--- config.mk ---
export PLATFORM = sky130hd
export DESIGN_NAME = piso_serializer_flat
export DESIGN_NICKNAME = d
export VERILOG_FILES = /design/src/rtl/piso_serializer_if.sv /design/src/rtl/piso_serializer.sv /design/src/flat_wrapper.sv
export SDC_FILE = /design/constraint.sdc
export NUM_CORES = 1
export LEC_CHECK = 0
export CAP_MARGIN = 20
export CORE_UTILIZATION = 24
export CTS_CLUSTER_DIAMETER = 150
export CTS_CLUSTER_SIZE = 8
export DETAILED_ROUTE_END_ITERATION = 12
export GPL_ROUTABILITY_DRIVEN = 0
export PLACE_DENSITY_LB_ADDON = 0.05
export RECOVER_POWER = 25
export SYNTH_ARGS = -nofsm -noshare
export SYNTH_HDL_FRONTEND = slang
export SYNTH_SLANG_ARGS = --single-unit
--- constraint.sdc ---
create_clock -name clk -period 1.9 [get_ports clk]
set_clock_uncertainty 0.2 [all_clocks]
set_input_delay 0.38 -clock clk [delete_from_list [all_inputs] [get_ports clk]]
set_output_delay 0.38 -clock clk [all_outputs]
set_load 0.02 [all_outputs]
--- src/rtl/piso_serializer_if.sv ---
// Parallel-in / serial-out bus bundle for piso_serializer.
// Handshake: a word moves on a rising clk edge where in_valid && in_ready.
// The producer keeps in_data stable while in_valid=1 and in_ready=0.
// The serial side has no ready: a bit is live whenever ser_valid=1.
interface piso_serializer_if #(
    parameter int WIDTH = 8
);
    logic [WIDTH-1:0] in_data;
    logic             in_valid;
    logic             in_ready;
    logic             ser_out;
    logic             ser_valid;
    logic             last_bit;
    logic             busy;

    modport master (
        output in_data,
        output in_valid,
        input  in_ready,
        input  ser_out,
        input  ser_valid,
        input  last_bit,
        input  busy
    );

    modport slave (
        input  in_data,
        input  in_valid,
        output in_ready,
        output ser_out,
        output ser_valid,
        output last_bit,
        output busy
    );
endinterface

--- src/rtl/piso_serializer.sv ---
// Parallel-to-serial converter with a one-word holding register so that
// consecutive words stream with no idle cycle between them.
module piso_serializer #(
    parameter int WIDTH     = 8,
    parameter bit MSB_FIRST = 1'b1
) (
    input  logic               clk,
    input  logic               reset,
    piso_serializer_if.slave   bus,
    output logic               o_dbg_state
);
    localparam int CW = (WIDTH > 1) ? $clog2(WIDTH) : 1;
    localparam logic [CW-1:0] LAST_CNT = CW'(WIDTH - 1);

    typedef enum logic {
        IDLE  = 1'b0,
        SHIFT = 1'b1
    } state_t;

    state_t           r_state;
    state_t           w_state_nx;
    logic [WIDTH-1:0] r_sr;
    logic [WIDTH-1:0] w_sr_nx;
    logic [WIDTH-1:0] r_hr;
    logic [WIDTH-1:0] w_hr_nx;
    logic             r_hr_full;
    logic             w_hr_full_nx;
    logic [CW-1:0]    r_cnt;
    logic [CW-1:0]    w_cnt_nx;
    logic [WIDTH-1:0] w_sr_shifted;
    logic             w_xfer;
    logic             w_last;
    logic             w_shift;

    assign w_shift      = (r_state == SHIFT);
    assign w_last       = w_shift && (r_cnt == LAST_CNT);
    assign w_xfer       = bus.in_valid && bus.in_ready;
    // The shift register always moves toward the output end.
    assign w_sr_shifted = MSB_FIRST ? {r_sr[WIDTH-2:0], 1'b0} : {1'b0, r_sr[WIDTH-1:1]};

    assign bus.in_ready  = !r_hr_full && !reset;
    assign bus.ser_valid = w_shift;
    assign bus.ser_out   = w_shift && (MSB_FIRST ? r_sr[WIDTH-1] : r_sr[0]);
    assign bus.last_bit  = w_last;
    assign bus.busy      = w_shift || r_hr_full;
    assign o_dbg_state   = w_shift;

    // Next-state logic: load, shift, refill from HR or input, or go idle.
    always_comb begin
        w_state_nx   = r_state;
        w_sr_nx      = r_sr;
        w_hr_nx      = r_hr;
        w_hr_full_nx = r_hr_full;
        w_cnt_nx     = r_cnt;
        case (r_state)
            IDLE: begin
                if (w_xfer) begin
                    w_sr_nx    = bus.in_data;
                    w_cnt_nx   = '0;
                    w_state_nx = SHIFT;
                end
            end
            SHIFT: begin
                if (!w_last) begin
                    w_sr_nx  = w_sr_shifted;
                    w_cnt_nx = r_cnt + CW'(1);
                    if (w_xfer) begin
                        w_hr_nx      = bus.in_data;
                        w_hr_full_nx = 1'b1;
                    end
                end else if (r_hr_full) begin
                    // Queued word follows the current one with no gap.
                    w_sr_nx      = r_hr;
                    w_hr_full_nx = 1'b0;
                    w_cnt_nx     = '0;
                end else if (w_xfer) begin
                    // HR empty: a word offered on the last bit goes straight in.
                    w_sr_nx  = bus.in_data;
                    w_cnt_nx = '0;
                end else begin
                    w_sr_nx    = '0;
                    w_cnt_nx   = '0;
                    w_state_nx = IDLE;
                end
            end
            default: begin
                w_state_nx = IDLE;
            end
        endcase
    end

    // State and datapath registers with asynchronous clear.
    always_ff @(posedge clk or posedge reset) begin
        if (reset) begin
            r_state   <= IDLE;
            r_sr      <= '0;
            r_hr      <= '0;
            r_hr_full <= 1'b0;
            r_cnt     <= '0;
        end else begin
            r_state   <= w_state_nx;
            r_sr      <= w_sr_nx;
            r_hr      <= w_hr_nx;
            r_hr_full <= w_hr_full_nx;
            r_cnt     <= w_cnt_nx;
        end
    end
endmodule
--- src/flat_wrapper.sv ---
// flat-port wrapper written by rule: the top's interface ports become plain ports
module piso_serializer_flat 
#(
    parameter int WIDTH     = 8,
    parameter bit MSB_FIRST = 1'b1
)
  (clk, reset, o_dbg_state, bus_in_data, bus_in_valid, bus_in_ready, bus_ser_out, bus_ser_valid, bus_last_bit, bus_busy);
  piso_serializer_if #(.WIDTH(WIDTH)) bus_i ();
  input  logic clk;
  input  logic reset;
  output logic o_dbg_state;
  input wire logic [$bits(bus_i.in_data)-1:0] bus_in_data;
  input wire logic [$bits(bus_i.in_valid)-1:0] bus_in_valid;
  output wire logic [$bits(bus_i.in_ready)-1:0] bus_in_ready;
  output wire logic [$bits(bus_i.ser_out)-1:0] bus_ser_out;
  output wire logic [$bits(bus_i.ser_valid)-1:0] bus_ser_valid;
  output wire logic [$bits(bus_i.last_bit)-1:0] bus_last_bit;
  output wire logic [$bits(bus_i.busy)-1:0] bus_busy;
  assign bus_i.in_data = bus_in_data;
  assign bus_i.in_valid = bus_in_valid;
  assign bus_in_ready = bus_i.in_ready;
  assign bus_ser_out = bus_i.ser_out;
  assign bus_ser_valid = bus_i.ser_valid;
  assign bus_last_bit = bus_i.last_bit;
  assign bus_busy = bus_i.busy;
  piso_serializer #(.WIDTH(WIDTH), .MSB_FIRST(MSB_FIRST)) u_core (.clk(clk), .reset(reset), .bus(bus_i), .o_dbg_state(o_dbg_state));
endmodule
==> flow_summary.json <==
{
  "outcome": "complete, no violations",
  "grt_pass1_vias": 886,
  "relSlewSlack_pct": 61.7,
  "yosysWarnings": 0,
  "grt_max_degree": 22,
  "ys_seq_area_share_pct": 49.6,
  "synth_area_leader_cell": "dfrtp_1",
  "dr.first_iter.drc_count": 21,
  "cap_violations": 0,
  "fillers": 415,
  "clock_sinks": 21,
  "final_hold_viol_count": 0,
  "syn_inst": 87,
  "multi_input_area_sq_um": 509,
  "dieArea_sq_um": 4690,
  "wl_per_cell_microns": 14.9,
  "vias_per_cell": 4.70,
  "track_usage_pct": 12.9,
  "cts_tree": "done",
  "synth_area_leaders": "dfrtp_1, mux2_2, or4bb_2",
  "max_freq_mhz": 535,
  "utilization_pct": 35.6,
  "p_leak_nw": 0.633,
  "finalSetupViolations": 0,
  "synth_top_area_share_pct": 49.6,
  "worstHoldPathType": "reg2reg",
  "num_vias": 799,
  "io_buffers": 16,
  "place_inst": 164,
  "synth.distinct_cells": 24,
  "power_density_nw_per_um2": 1520,
  "die_h_microns": 68.5,
  "arrival_ns": 1.29,
  "wirelength_mm": 2.53,
  "area_growth_pct": 38.3,
  "cts-root-buf": "clkbuf_8",
  "path_cells": "or2_2 > clkdlybuf4s15_1",
  "layout-drive-gt1-share_pct": 50.0,
  "pin_count": 17,
  "grt_overflow_total": 0,
  "dp_hpwl_mm": 1.87,
  "place_ws_ns": -0.392,
  "die_width_microns": 68.5,
  "cts_buffers": 3,
  "final_area_sq_um": 1470,
  "drc": 0,
  "startpoint_type": "flip-flop",
  "rsz0062_at_grt": "true",
  "cpPeakStageDelay_ns": 0.45,
  "fin_nets": 134,
  "final_cells": 170,
  "post-route-period-util_pct": 98.4,
  "clock_latency_ns": 0.26,
  "crit_type": "reg2out",
  "finalCriticalPeriod_ns": 1.87,
  "vdd_ir_drop_max_mv": 0.405,
  "cp.required_ns": 1.32,
  "antenna_found_initial": 0,
  "layout_setup_ws_ns": 0.0311,
  "place_area_sq_um": 1380,
  "avgSynthCellArea_sq_um": 12.2,
  "antenna_left": 0,
  "cts.htree.levels": 1,
  "start_util_pct": 25.8,
  "critPathCaptureType": "output port",
  "seqCellArea_sq_um": 528,
  "report.final.slew_viol_count": 0,
  "ys_seq_elements": 21,
  "clockBufferDepth": 2,
  "cp_max_fo": 5,
  "tightest_slew_ns": 0.574,
  "grt_pass1_wl_mm": 4.37,
  "clk_pin_slew_worst_paths_ns": 0.09,
  "cp_slowest_cell": "dfrtp_2",
  "rows": 23,
  "ctsHoldBuffers": 0,
  "first_pass_iters": 2,
  "syn_nets": 100,
  "coreArea_sq_um": 4120,
  "setup_tns_ns": 0,
  "n_antenna_cell": 0,
  "synth_area_sq_um": 1060
}
[layout make-up]
cell class | count | share of cell area [%]
Clock buffer | 3 | 2.82
Clock inverter | 1 | 0.342
Inverter | 2 | 0.512
Multi-Input combinational cell | 56 | 34.8
Sequential cell | 21 | 36.0
Tap cell | 50 | 4.27
Timing Repair Buffer | 37 | 21.3
[metrics by stage]
stage	power (mW)	hold slack, ns
after floorplan	1.44	0.270
after global placement	1.88	0.287
after detailed placement	1.89	0.295
after CTS	2.22	0.228
after global routing	2.42	0.332
final	2.23	0.313
[synthesized netlist by cell type, drive strengths merged]
library cell and count:
nand3 7, clkbuf 2, ha 2, nand2 1
a32oi 1, o22ai 1, mux2 9, a221o 7
o21ai 1, nor3b 1, nor2b 1, nor2 3
buf 6, nand2b 1, a22o 2, a31oi 1
or2 1, inv 2, mux2i 1, and2 2
dfrtp 21, or4bb 7, a21oi 7
[cells in the final DEF, fill, tap and decap left out, drive strengths merged]
cell type	count
clkbuf	5
mux2i	1
buf	21
dfrtp	21
nand2	1
o21ai	1
nor3b	1
clkdlybuf4s50	8
inv	2
dlygate4sd2	4
nor2	3
a221o	7
nand2b	1
a21oi	7
a31oi	1
clkinv	1
mux2	9
nand3	7
or2	1
clkdlybuf4s15	2
ha	2
o22ai	1
nor2b	1
or4bb	7
and2	2
a22o	2
a32oi	1
[flip-flops by register name, summed over array words and instances (netlist names)]
name / flops
u_core.r_sr: 8
u_core.bus.ser_valid: 1
u_core.r_hr: 8
u_core.r_cnt: 3
u_core.r_hr_full: 1
[critical path: cells and delay by family, from the launching register on]
family / cells / cell delay [ns]
and+or+nand+nor: 1 / 0.28
buffers and inverters: 1 / 0.29
DFF: 1 / 0.45
[per-layer routing]
layer  up-vias  global-route usage, %  share of wire (%)
met4         0                   3.91               0.83
met1       393                   18.1                 51
met5         -                      0                  0
li1        396                      -                  -
met3         2                   2.00                1.7
met2         8                   20.1                 46
[power breakdown]
group          internal, mW  switching (mW)  total, mW
combinational         0.650           0.482       1.13
sequential            0.659           0.136      0.795
clock                 0.146           0.159      0.306
[path summary, 6_finish.rpt]
| path | start | endpoint | slack (ns) | cells past startpoint |
|---|---|---|---|---|
| hold reg to reg | u_core.r_hr[2]$_DFFE_PP0P_ | u_core.r_hr[2]$_DFFE_PP0P_ | 0.31 | 1 |
| max in group asynchronous | reset | u_core.bus.ser_valid$_DFF_PP0_ | 0.76 | 3 |
| hold / removal | u_core.r_hr[2]$_DFFE_PP0P_ | u_core.r_hr[2]$_DFFE_PP0P_ | 0.31 | 1 |
| min in group asynchronous | reset | u_core.r_hr[4]$_DFFE_PP0P_ | 0.32 | 3 |
| setup / recovery | u_core.r_hr_full$_DFFE_PP0P_ | bus_busy | 0.03 | 2 |
| setup reg to reg | u_core.r_cnt[1]$_DFFE_PP0P_ | u_core.r_sr[7]$_DFFE_PP0P_ | 0.06 | 7 |
[logic make-up after synthesis]
logic type	after synthesis	synth area share, %
AND/OR/NAND/NOR	24	17.9
flip-flops	21	49.6
AO/OA/AOI/OAI	20	14.9
buffers and inverters	10	4.72
multiplexers	10	10.5
adder cells (fa/ha/maj)	2	2.36
[what timing repair did]
item                       CTS  global route
resized for setup           20             7
pin swaps                    0             3
buffers inserted             1             1
gates cloned                 0             0
setup endpoints to repair   24            17
Note: power is estimated with default switching activity, not from simulation.
